**config.mk**
```make
export PLATFORM = sky130hd
export DESIGN_NAME = code_entry_frontend
export DESIGN_NICKNAME = d
export VERILOG_FILES = /design/src/rtl/lock_pkg.sv /design/src/rtl/btn_debounce.sv /design/src/rtl/code_entry_frontend.sv
export SDC_FILE = /design/constraint.sdc
export NUM_CORES = 1
export LEC_CHECK = 0
export ABC_AREA = 1
export BUFFER_PORTS_ARGS = -buffer_cell sky130_fd_sc_hd__buf_2
export CAP_MARGIN = 20
export CORE_ASPECT_RATIO = 1.4
export CORE_MARGIN = 5
export CORE_UTILIZATION = 45
export DETAILED_ROUTE_END_ITERATION = 7
export PLACE_DENSITY = 0.69
export REMOVE_ABC_BUFFERS = 1
export SETUP_SLACK_MARGIN = 0.5
export SLEW_MARGIN = 20
export SYNTH_ARGS = -nofsm -noshare
export SYNTH_HDL_FRONTEND = slang
export SYNTH_SLANG_ARGS = --single-unit
```
**constraint.sdc**
```tcl
create_clock -name clk -period 2.1 [get_ports clk]
set_clock_uncertainty 0.05 [all_clocks]
set_input_delay 0 -clock clk [delete_from_list [all_inputs] [get_ports clk]]
set_output_delay 0 -clock clk [all_outputs]
set_load 0.01 [all_outputs]
```
**src/rtl/lock_pkg.sv**
```systemverilog
// rtl/lock_pkg.sv - shared lock state encodings and front-end FSM state type
package lock_pkg;

  localparam logic [1:0] S0 = 2'd0;
  localparam logic [1:0] S1 = 2'd1;
  localparam logic [1:0] S2 = 2'd2;
  localparam logic [1:0] S3 = 2'd3;

  localparam int DIGIT_W = 4;

  typedef logic [0:0] fe_state_t;
  localparam fe_state_t FE_IDLE    = 1'b0;
  localparam fe_state_t FE_LOCKOUT = 1'b1;

endpackage

```
**src/rtl/btn_debounce.sv**
```systemverilog
// rtl/btn_debounce.sv - two-flop synchronizer, stability counter and rising-edge press pulse
module btn_debounce #(
  parameter int DEBOUNCE_CYCLES = 250000
) (
  input  logic clk,
  input  logic reset,
  input  logic btn,
  output logic press
);

  localparam int CW = (DEBOUNCE_CYCLES > 1) ? $clog2(DEBOUNCE_CYCLES) : 1;

  logic          sync1;
  logic          btn_s;
  logic          level;
  logic          level_d;
  logic [CW-1:0] cnt;

  always_ff @(posedge clk or posedge reset) begin
    if (reset) begin
      sync1   <= 1'b0;
      btn_s   <= 1'b0;
      level   <= 1'b0;
      level_d <= 1'b0;
      cnt     <= '0;
    end else begin
      sync1   <= btn;
      btn_s   <= sync1;
      level_d <= level;
      // any agreeing cycle restarts the stability window
      if (btn_s == level) begin
        cnt <= '0;
      end else if (cnt == CW'(DEBOUNCE_CYCLES - 1)) begin
        level <= ~level;
        cnt   <= '0;
      end else begin
        cnt <= cnt + 1'b1;
      end
    end
  end

  assign press = level & ~level_d;

endmodule

```
**src/rtl/code_entry_frontend.sv**
```systemverilog
// rtl/code_entry_frontend.sv - debounced ENTER, digit compare and lockout; PROG_CODE_EN makes the code programmable
module code_entry_frontend
  import lock_pkg::*;
#(
  parameter int                 DEBOUNCE_CYCLES = 250000,
  parameter logic [DIGIT_W-1:0] CODE0           = 4'h1,
  parameter logic [DIGIT_W-1:0] CODE1           = 4'h2,
  parameter logic [DIGIT_W-1:0] CODE2           = 4'h3,
  parameter int                 MAX_FAILS       = 3,
  parameter int                 LOCKOUT_CYCLES  = 25000000
) (
  input  logic               clk,
  input  logic               reset,
  input  logic               btn_enter,
  input  logic [DIGIT_W-1:0] digit_sw,
  input  logic [1:0]         lock_state,
  input  logic               prog,
  output logic               enter,
  output logic               correct_digit,
  output logic               lockout,
  output logic [3:0]         fail_count
);

  localparam int LW = (LOCKOUT_CYCLES > 1) ? $clog2(LOCKOUT_CYCLES) : 1;

  logic               press;
  logic               prog_take;
  logic [DIGIT_W-1:0] code_sel;
  logic               digit_ok;
  logic [3:0]         fail_next;
  fe_state_t          state;
  logic [LW-1:0]      lock_cnt;

  btn_debounce #(
    .DEBOUNCE_CYCLES(DEBOUNCE_CYCLES)
  ) u_btn_debounce (
    .clk  (clk),
    .reset(reset),
    .btn  (btn_enter),
    .press(press)
  );

`ifdef PROG_CODE_EN
  logic [DIGIT_W-1:0] code [3];
  logic               prog_active;
  logic [1:0]         prog_idx;

  // programming presses are consumed here and never reach the lock
  assign prog_take = press && (state == FE_IDLE) && prog && (prog_active || (lock_state == S3));

  always_ff @(posedge clk or posedge reset) begin
    if (reset) begin
      code[0]     <= CODE0;
      code[1]     <= CODE1;
      code[2]     <= CODE2;
      prog_active <= 1'b0;
      prog_idx    <= 2'd0;
    end else if (prog_active && !prog) begin
      prog_active <= 1'b0;
    end else if (prog_take) begin
      if (prog_active) begin
        code[prog_idx] <= digit_sw;
        prog_idx       <= prog_idx + 2'd1;
        if (prog_idx == 2'd2) prog_active <= 1'b0;
      end else begin
        prog_active <= 1'b1;
        prog_idx    <= 2'd0;
      end
    end
  end

  always_comb begin
    code_sel = code[2];
    case (lock_state)
      S0:      code_sel = code[0];
      S1:      code_sel = code[1];
      default: code_sel = code[2];
    endcase
  end
`else
  logic unused_prog;
  assign unused_prog = prog;
  assign prog_take   = 1'b0;

  always_comb begin
    code_sel = CODE2;
    case (lock_state)
      S0:      code_sel = CODE0;
      S1:      code_sel = CODE1;
      default: code_sel = CODE2;
    endcase
  end
`endif

  assign digit_ok  = (lock_state != S3) && (digit_sw == code_sel);
  assign fail_next = fail_count + 4'd1;
  assign lockout   = (state == FE_LOCKOUT);

  always_ff @(posedge clk or posedge reset) begin
    if (reset) begin
      state         <= FE_IDLE;
      lock_cnt      <= '0;
      fail_count    <= 4'd0;
      enter         <= 1'b0;
      correct_digit <= 1'b0;
    end else begin
      enter         <= 1'b0;
      correct_digit <= 1'b0;
      if (state == FE_IDLE) begin
        if (press && !prog_take) begin
          enter         <= 1'b1;
          correct_digit <= digit_ok;
          if ((lock_state != S3) && !digit_ok) begin
            fail_count <= fail_next;
            if (fail_next == 4'(MAX_FAILS)) begin
              state    <= FE_LOCKOUT;
              lock_cnt <= LW'(LOCKOUT_CYCLES - 1);
            end
          end
        end
      end else begin
        // presses in lockout, including the exit cycle, are dropped
        if (lock_cnt == '0) begin
          state      <= FE_IDLE;
          fail_count <= 4'd0;
        end else begin
          lock_cnt <= lock_cnt - 1'b1;
        end
      end
      // lock in S3 means the code was just accepted
      if (lock_state == S3) fail_count <= 4'd0;
    end
  end

endmodule

```
Word level (Yosys, flattened, before mapping)
Cells that the tools add are included.
Widths: inputs -> output; s select.
{"block": "word_totals", "register_bits": 54, "latch_bits": 0, "ramBits": 0, "romBits": 0, "output_inout_bits": 7, "wordCells": 61, "mem_count": 0}
{"block": "classes", "n_addsub": 3, "mul": 0, "div_mod_pow": 0, "magnitude_cmp": 0, "eq_ne": 9, "shift": 0, "muxes": 22, "n_bitwise": 4, "n_reduce_logical": 13}
{"operator": "$mux 25", "count": 5}
{"operator": "$mux 18", "count": 2}
{"operator": "$logic_not 25->1", "count": 1}
{"operator": "$sub 25x1->25 const B", "count": 1}
{"operator": "$mux 4", "count": 5}
{"operator": "$add 18x1->18 const B", "count": 1}
{"operator": "$eq 18x18->1 const B", "count": 1}
{"operator": "$mux 1", "count": 9}
{"operator": "$reduce_bool 2->1", "count": 3}
{"operator": "$reduce_bool 3->1", "count": 2}
{"operator": "$add 4x1->4 const B", "count": 1}
{"operator": "$eq 4x2->1 const B", "count": 1}
{"operator": "$eq 4x4->1", "count": 1}
{"operator": "$ne 2x2->1 const B", "count": 2}
{"operator": "$pmux 2 s2", "count": 1}
{"operator": "$reduce_and 4->1", "count": 1}
{"operator": "$ne 3x1->1 const B", "count": 1}
{"operator": "$not 1->1", "count": 3}
{"operator": "$reduce_and 3->1", "count": 1}
{"operator": "$eq 2x1->1 const B", "count": 1}
{"operator": "$eq 2x2->1 const B", "count": 1}
{"operator": "$logic_and 1x1->1", "count": 2}
{"operator": "$logic_not 2->1", "count": 1}
{"operator": "$reduce_and 2->1", "count": 1}
{"operator": "other kinds (3)", "count": 3}

Longest topological paths before layout
Gate-level depths: netlist (run 1).
{"block": "depth", "depth_word": 10, "ltp_mapped": 12, "mapped_depth_nobuf": 11}

By module
From an unflattened synthesis (run 1), not the netlist that was laid out.
{"block": "unflattened", "hier_cells": 470, "hier_area_um2": 3438.3}
{"mod": "code_entry_frontend", "n_inst": 1, "cells_each": 332, "area_each_um2": 2301.0, "seq_area_each_um2": 800.8}
{"mod": "btn_debounce", "n_inst": 1, "cells_each": 138, "area_each_um2": 1137.3, "seq_area_each_um2": 550.5}

Least setup slack after synthesis (run 1)
No wires, ideal clock.
{"block": "synth_path", "path_kind": "register to register", "startpoint": "reg fail_count[0]", "endpoint": "reg lock_cnt[0]", "arrival_time_ns": 1.484, "t_required_ns": 1.985, "path_slack_ns": 0.501, "stages_incl_launch_ff": 9, "path_buffers": 1, "period_less_slack_ns": 1.599, "path_cell_list": "dfrtp_1 ha_1 xor2_1 nor2_1 nand2_1 o21ai_2 buf_2 nand2_1 nand2_1"}
{"block": "synth_via", "elab_chain_cells": 4}
{"item": "from (decl)", "line_no": "code_entry_frontend.sv:21", "text": "output logic [3:0] fail_count"}
{"item": "from (signal assigned)", "line_no": "code_entry_frontend.sv:114", "text": "fail_count <= fail_next;"}
{"item": "$add 4x1->4", "line_no": "code_entry_frontend.sv:96", "text": "assign fail_next = fail_count + 4'd1;"}
{"item": "$eq 4x2->1", "line_no": "code_entry_frontend.sv:115", "text": "if (fail_next == 4'(MAX_FAILS)) begin"}
{"item": "$reduce_bool 2->1 (no line)"}
{"item": "$reduce_and 4->1 (no line)"}
{"item": "to (signal assigned)", "line_no": "code_entry_frontend.sv:117", "text": "lock_cnt <= LW'(LOCKOUT_CYCLES - 1);"}
{"item": "to (signal assigned)", "line_no": "code_entry_frontend.sv:127", "text": "lock_cnt <= lock_cnt - 1'b1;"}
{"item": "to (decl)", "line_no": "code_entry_frontend.sv:32", "text": "logic [LW-1:0] lock_cnt;"}
No other way between the ends.
A chain may end at the register's enable or synchronous reset.

Worst setup path after layout (run 1)
{"block": "layout_path", "startpoint": "reg fail_count[0]", "endpoint": "reg lock_cnt[17]"}
The elaborated chain is that of the path after synthesis.

==> results of run 1 <==
==> registers in the layout, indices dropped and copies added, names as in the netlist <==
signal                  count
lock_cnt                   25
u_btn_debounce.cnt         18
fail_count                  4
correct_digit               1
enter                       1
lockout                     1
u_btn_debounce.btn_s        1
u_btn_debounce.level        1
u_btn_debounce.level_d      1
u_btn_debounce.sync1        1
==> cell families (layout without fill, tap and decap cells) <==
| group | count (synthesis) | after routing | share of synthesized area (%) |
|---|---|---|---|
| flops | 54 | 54 | 42.0 |
| xor+xnor | 15 | 15 | 4.08 |
| compound gates | 10 | 11 | 1.71 |
| fa+ha+maj | 5 | 5 | 1.94 |
| simple gates | 328 | 331 | 43.9 |
| buf+inv | 50 | 114 | 6.37 |
==> per-stage QoR <==
| step | hold slack (ps) | total power, mW | setup WS [ps] |
|---|---|---|---|
| 6_report | 57.1 | 1.75 | 371 |
| 5_1_grt | 86.7 | 1.83 | 305 |
| 4_1_cts | 40.5 | 1.76 | 472 |
| 3_5_place_dp | -15.4 | 1.13 | -37.4 |
| 3_3_place_gp | -23.5 | 1.13 | 71.4 |
| 2_1_floorplan | -18.6 | 1.11 | 265 |
==> cells in the final DEF, fill, tap and decap left out, types with 3 or more instances in the layout <==
master	instances
sky130_fd_sc_hd__nand2_1	150
sky130_fd_sc_hd__nand3_1	36
sky130_fd_sc_hd__buf_2	15
sky130_fd_sc_hd__dlygate4sd3_1	3
sky130_fd_sc_hd__nor3_1	6
sky130_fd_sc_hd__nor2_1	61
sky130_fd_sc_hd__dfrtp_2	5
sky130_fd_sc_hd__dfrtp_1	49
sky130_fd_sc_hd__nor2_2	9
sky130_fd_sc_hd__or2_1	4
sky130_fd_sc_hd__nand2_2	18
sky130_fd_sc_hd__xor2_1	12
sky130_fd_sc_hd__nand3b_1	5
sky130_fd_sc_hd__nand3_2	3
sky130_fd_sc_hd__nand4_1	12
sky130_fd_sc_hd__inv_1	35
sky130_fd_sc_hd__a21oi_1	3
sky130_fd_sc_hd__nand2_4	4
sky130_fd_sc_hd__o21ai_0	4
sky130_fd_sc_hd__buf_12	3
sky130_fd_sc_hd__clkbuf_8	5
sky130_fd_sc_hd__inv_2	8
sky130_fd_sc_hd__nand2_8	4
sky130_fd_sc_hd__nor2_4	12
sky130_fd_sc_hd__buf_4	40
==> cell type report <==
type	instances	area, µm²	share of cell area, %
multi-input cells	362	1980	47.0
well taps	95	119	2.82
flip-flops and latches	54	1360	32.2
clock buffers	5	68.8	1.63
clock inverters	3	28.8	0.683
inverters	44	168	3.98
repair buffers	62	490	11.6
==> metal layers <==
metal | share of wire [%] | global-route usage (%) | vias to the layer above
met1 | 39 | 20.6 | 1484
met4 | 3.8 | 6.76 | 0
met2 | 53 | 33.7 | 80
met3 | 4.1 | 2.76 | 28
li1 | - | - | 1585
met5 | 0 | 0 | -
==> timing repair <==
item	4_1_cts	5_1_grt
endpoints found under the setup margin	36	42
gates cloned	1	4
endpoints found under the hold margin	21	0
buffers inserted	16	22
pin swaps	10	30
hold buffers	3	0
resized for setup	30	50
==> synthesized netlist by cell type, types with 2 or more instances <==
library cell               number  share of area, %
sky130_fd_sc_hd__a21oi_1        3              0.47
sky130_fd_sc_hd__buf_2          2              0.31
sky130_fd_sc_hd__buf_6          2              0.70
sky130_fd_sc_hd__clkbuf_1       2              0.23
sky130_fd_sc_hd__dfrtp_1       54                42
sky130_fd_sc_hd__ha_1           5               1.9
sky130_fd_sc_hd__inv_1         41               4.8
sky130_fd_sc_hd__inv_2          3              0.35
sky130_fd_sc_hd__nand2_1      170                20
sky130_fd_sc_hd__nand2_4        2              0.70
sky130_fd_sc_hd__nand3_1       39               6.1
sky130_fd_sc_hd__nand3b_1       5               1.2
sky130_fd_sc_hd__nand4_1       12               2.3
sky130_fd_sc_hd__nor2_1        77               9.0
sky130_fd_sc_hd__nor2_2         3              0.58
sky130_fd_sc_hd__nor2_4         2              0.70
sky130_fd_sc_hd__nor3_1         6              0.93
sky130_fd_sc_hd__nor3b_1        2              0.47
sky130_fd_sc_hd__o21ai_0        4              0.62
sky130_fd_sc_hd__or2_1          4              0.78
sky130_fd_sc_hd__or2_2          2              0.39
sky130_fd_sc_hd__xnor2_1        2              0.54
sky130_fd_sc_hd__xor2_1        13               3.5
==> power by group through the flow <==
stage | clock network [mW] | registers (mW) | logic, mW
final | 0.629 | 1.05 | 0.0714
after global routing | 0.691 | 1.05 | 0.0835
after CTS | 0.640 | 1.05 | 0.0664
after detailed placement | 0 | 1.07 | 0.0597
after global placement | 0 | 1.07 | 0.0577
after floorplan | 0 | 1.07 | 0.0365
==> worst min-delay path by stage <==
stage,end,cells past startpoint
final,correct_digit$_DFF_PP0_,4
after global routing,correct_digit$_DFF_PP0_,4
after CTS,correct_digit$_DFF_PP0_,4
after detailed placement,u_btn_debounce.sync1$_DFF_PP0_,2
after global placement,u_btn_debounce.sync1$_DFF_PP0_,2
after floorplan,u_btn_debounce.sync1$_DFF_PP0_,0
==> worst reg2reg max path, cell delays in order (launching register included) <==
cell and delay [ps]:
sky130_fd_sc_hd__dfrtp_1 430, sky130_fd_sc_hd__buf_4 160, sky130_fd_sc_hd__nand3_1 90, sky130_fd_sc_hd__xor2_1 220, sky130_fd_sc_hd__nand2_2 200, sky130_fd_sc_hd__o21ai_4 240, sky130_fd_sc_hd__clkbuf_16 190, sky130_fd_sc_hd__nand2_1 50
sky130_fd_sc_hd__nand2_1 50
==> flow_metrics.tcl, run 1 <==
set metrics [dict create \
    run_status "completed" \
    dr_total_vias 3177 \
    instance_count_on_the_critical_path 8 \
    drt_drc_violations_left 0 \
    cell_internal_pwr_mw 1.32 \
    pwr-share-clk_pct 35.9 \
    ys_ff_latch 54 \
    routed_wl_um 8380 \
    post_drt_wl_per_cell_um 13.4 \
    core_box_area_mm2 0.00698 \
    grt_pass1_vias 2920 \
    worst-r2r-setup-slack_ps 370 \
    synth_enable_flop_cells 0 \
    irDropWorstVdd_v 0.000354 \
    ys_seq_area_share_pct 42.0 \
    finalWorstPathRequiredPeriod_ps 1730 \
    combPwrFrac_pct 4.1 \
    dp_hpwl_um 5080 \
    timing.slew.headroom_pct 69.5 \
    path_buf_inv 2 \
    area_growth_syn_to_layout_pct 30.9 \
    track_usage_pct 18.2 \
    grt_setup_unrepaired "yes" \
    reg2regPathDepth 8 \
    critical-path-top-cell-by-count "sky130_fd_sc_hd__nand2_1" \
    cp_cell_sequence "buf_4 -> nand3_1 -> xor2_1 -> nand2_2 -> o21ai_4 -> clkbuf_16 -> nand2_1 -> nand2_1" \
    synthesized_area_divided_by_synthesized_cell_count_um2 6.97 \
    end_of_the_worst_register_to_register_path "lock_cnt[17]$_DFFE_PP0P_" \
    final_area_mm2 0.00422 \
    cp_slowest_cell "sky130_fd_sc_hd__dfrtp_1" \
    hold_violations 0 \
    clock_tree.buffer_depth 2 \
    worst_setup_hold_path_clk_slew_ps 110 \
    min-delay-start "lock_state[1]" \
    critical_path_data_arrival_time_ps 1940 \
    critical_path.max_fanout 5 \
    clock_tree.root_cell "sky130_fd_sc_hd__clkbuf_8" \
    netlist_instances 462 \
    port_buffers 15 \
    grt_pass1_wl_um 12800 \
    dieArea_mm2 0.00897 \
    critPathTopFamily "flip-flops" \
    numCtsBuffers 5 \
    numClockSinks 54 \
    finalMaxSlewViolations 0 \
    asyncSetResetFlopFracSynth_pct 100 \
    net-switching-power_uw 432 \
    final_cells 625 \
    synth_cell_type_count 30 \
    crit_path_end "lock_cnt[17]$_DFFE_PP0P_" \
    r2r-start "fail_count[0]$_DFFE_PP0P_" \
    drv_cap 0 \
    initial_cell_density_of_the_core_pct 46.1 \
    final.fill_count 599 \
    detailedRoute.firstIterationViolations 104 \
    chip_width_um 81.5 \
    dp_cell_count 571 \
    floorplan.die.height_um 110 \
    gpl.final_weighted_congestion 0.905 \
    setup_tns_final_ps 0 \
    start_kind "flop" \
    timing.setup.critical_path_class "reg2reg" \
    crit_path_start "fail_count[0]$_DFFE_PP0P_" \
    worst_ep_required_time_ps 2310 \
    detailed_place.area_mm2 0.00341 \
    detail-route-antenna-nets 0 \
    syn_area_mm2 0.00322 \
    sequentialPowerShare_pct 60.0 \
    power.static_leakage_nw 2.08 \
    tightestPinTransition_ps 457 \
    cell_row_count 36 \
    grt_remaining_overflow 0 \
    max_freq_ghz 0.578 \
    detail_route.first_pass.iterations 4 \
    antenna_cells_inserted 0 \
    crit_path_max_incr_delay_ps 430 \
    critPathCaptureType "flop" \
    timing.final.crit_share_pct 82.3 \
    final_layout_size_suffix_gt1_share_pct 27.0 \
    clock_insertion_delay_worst_skew_ps 320 \
    grt_start_max_net_pins 26 \
    nNetsFinal 544 \
    number_of_antenna_violations_at_the_first_check_in_global_routing 0 \
    timing.final.setup_violations 0 \
    tritoncts "done" \
    post-route-util_pct 60.4 \
    p_sw_share_pct 24.7 \
    ios 17 \
    synth.yosys.warnings 0 \
    clock_tree.htree_level_count 2 \
    detail_route.vias_per_cell 5.08 \
    pwr_cell_area_mw_per_mm2 415 \
    synth_top_flop_cell "sky130_fd_sc_hd__dfrtp_1" \
    worstHoldPathType "in2reg" \
]
Note: power is estimated with default switching activity, not from simulation.
==> inputs of run 2 (changes only) <==
clock period = 1.7 ns   (was 2.1 ns; I/O delays follow)
==> flow_metrics.tcl, run 2 (synthesized netlist as in run 1, its figures left out) <==
set metrics [dict create \
    ios 17 \
    use_met3_pct 3.09 \
    timing.final.crit_share_pct 101 \
    mostFrequentLayoutCells "sky130_fd_sc_hd__nand2_1 (139), sky130_fd_sc_hd__nor2_1 (57), sky130_fd_sc_hd__dfrtp_1 (50)" \
    tritoncts "done" \
    final_cells 643 \
    grt_remaining_overflow 0 \
    nNetsFinal 562 \
    floorplan.die.height_um 110 \
    cp_cell_sequence "buf_4 -> nand3_1 -> xor2_1 -> nand2_2 -> o21ai_4 -> buf_6 -> clkbuf_16 -> nand2_1 -> nand2_1" \
    clock_insertion_delay_worst_skew_ps 320 \
    core_box_area_mm2 0.00698 \
    critPathTopFamily "buffers and inverters" \
    final_common_cell "sky130_fd_sc_hd__nand2_1" \
    grt_setup_unrepaired "yes" \
    reg2regPathDepth 9 \
    number_of_antenna_violations_at_the_first_check_in_global_routing 0 \
    dp_cell_count 592 \
    setup_tns_final_ps -92.7 \
    detail-route-antenna-nets 0 \
    finalMaxSlewViolations 0 \
    gpl.final_weighted_congestion 0.877 \
    finalWorstPathRequiredPeriod_ps 1720 \
    clock_tree.buffer_depth 2 \
    globalRouteMet2Util_pct 36.4 \
    tightestPinTransition_ps 546 \
    post-route-util_pct 65.4 \
    cell_row_count 36 \
    timing.setup.critical_path_class "reg2reg" \
    worstHoldPathType "in2reg" \
    run_status "finished with violations" \
    grt_pass1_vias 3159 \
    largest_registers "lock_cnt: 25 flops, u_btn_debounce.cnt: 18 flops, fail_count: 4 flops" \
    final_layout_size_suffix_gt1_share_pct 34.7 \
    antenna_cells_inserted 0 \
    initial_cell_density_of_the_core_pct 46.1 \
    gr-usage-met1_pct 21.9 \
    dr_total_vias 3283 \
    dp_hpwl_um 5420 \
    largest_register_ff_count 25 \
    critical_path.max_fanout 5 \
    port_buffers 15 \
    path_buf_inv 3 \
    critical-path-top-cell-by-count "sky130_fd_sc_hd__nand2_1" \
    critical_path_data_arrival_time_ps 1920 \
    worst_setup_hold_path_clk_slew_ps 110 \
    grt_start_max_net_pins 27 \
    pwr_cell_area_mw_per_mm2 480 \
    detail_route.vias_per_cell 5.11 \
    crit_path_max_incr_delay_ps 460 \
    worst_ep_required_time_ps 1900 \
    power.static_leakage_nw 2.26 \
    routed_wl_um 8930 \
    min_path_cells 4 \
    hold_violations 0 \
    drt_drc_violations_left 0 \
    timing.final.setup_violations 8 \
    chip_width_um 81.5 \
    clock_tree.htree_level_count 2 \
    numCtsBuffers 5 \
    start_kind "flop" \
    detail_route.first_pass.iterations 4 \
    track_usage_pct 20.0 \
    finalPower_mw 2.19 \
    critPathCaptureType "flop" \
    cp_slowest_cell "sky130_fd_sc_hd__dfrtp_1" \
    area_growth_syn_to_layout_pct 41.7 \
    clock_tree.root_cell "sky130_fd_sc_hd__clkbuf_8" \
    layer_with_the_highest_usage "met2" \
    violations_in_the_final_reports "negative setup slack" \
    max_freq_ghz 0.581 \
    dieArea_mm2 0.00897 \
    setup_ws_ps -20.2 \
    numClockSinks 54 \
    drv_cap 0 \
    detailedRoute.firstIterationViolations 128 \
    irDropWorstVdd_v 0.000324 \
    top_register "lock_cnt" \
    post_drt_wl_per_cell_um 13.9 \
    timing.slew.headroom_pct 63.6 \
    grt_pass1_wl_um 14000 \
    instance_count_on_the_critical_path 9 \
]
## run 2: cell count changes in the layout (fill, tap and decap cells not counted), sizes merged
| cell | previous run | this run |
|---|---|---|
| clkbuf | 6 | 7 |
| o21ai | 7 | 6 |
| buf | 58 | 78 |
| nand2 | 176 | 174 |
## run 2: layout make-up
cell class                      instances  area [µm²]
Multi-Input combinational cell        359        2090
Clock inverter                          3        28.8
Sequential cell                        54        1360
Timing Repair Buffer                   83         728
Clock buffer                            5        68.8
Inverter                               44         170
Fill cell                             559        2420
Tap cell                               95         119
## run 2: power by group
| group | total (mW) | internal [mW] | switching (mW) |
|---|---|---|---|
| sequential | 1.30 | 1.29 | 0.00859 |
| combinational | 0.109 | 0.0428 | 0.0663 |
| clock | 0.780 | 0.309 | 0.471 |
## run 2: through the flow
step	hold WS, ps	setup WS, ps	area [µm²]
after global routing	82.1	-92.3	4560
after detailed placement	19.4	22.9	3580
after CTS	41.0	19.0	4100
after global placement	19.5	58.4	3580
final	51.8	-20.2	4560
after floorplan	-18.6	-135	3180
## run 2: worst paths after layout
kind	start	to	slack (ps)
worst max-delay path	fail_count[1]$_DFFE_PP0P_	lock_cnt[3]$_DFFE_PP0P_	-20
worst min-delay path	lock_state[1]	fail_count[0]$_DFFE_PP0P_	50
worst max register to register	fail_count[1]$_DFFE_PP0P_	lock_cnt[3]$_DFFE_PP0P_	-20
worst min register to register	u_btn_debounce.sync1$_DFF_PP0_	u_btn_debounce.btn_s$_DFF_PP0_	310
max in group asynchronous	reset	lock_cnt[2]$_DFFE_PP0P_	720
min in group asynchronous	reset	u_btn_debounce.cnt[10]$_DFF_PP0_	230
## run 2: layer usage
layer  part of all wire (%)  wire length [µm]
met1                     36              3230
met2                     55              4950
met3                    3.1               278
met4                    5.4               479
met5                      0                 0
## run 2: timing repair
item,4_1_cts,5_1_grt
endpoints found under the hold margin,26,0
cloned,1,3
endpoints found under the setup margin,49,50
hold buffers,3,0
gates resized for setup,50,88
pin swaps,12,33
setup buffers,25,11
## run 2: worst min-delay path, cell delays in order
cell	delay (ps)
sky130_fd_sc_hd__buf_2	90
sky130_fd_sc_hd__nand2_1	140
sky130_fd_sc_hd__nand3_1	120
sky130_fd_sc_hd__nand2_1	40
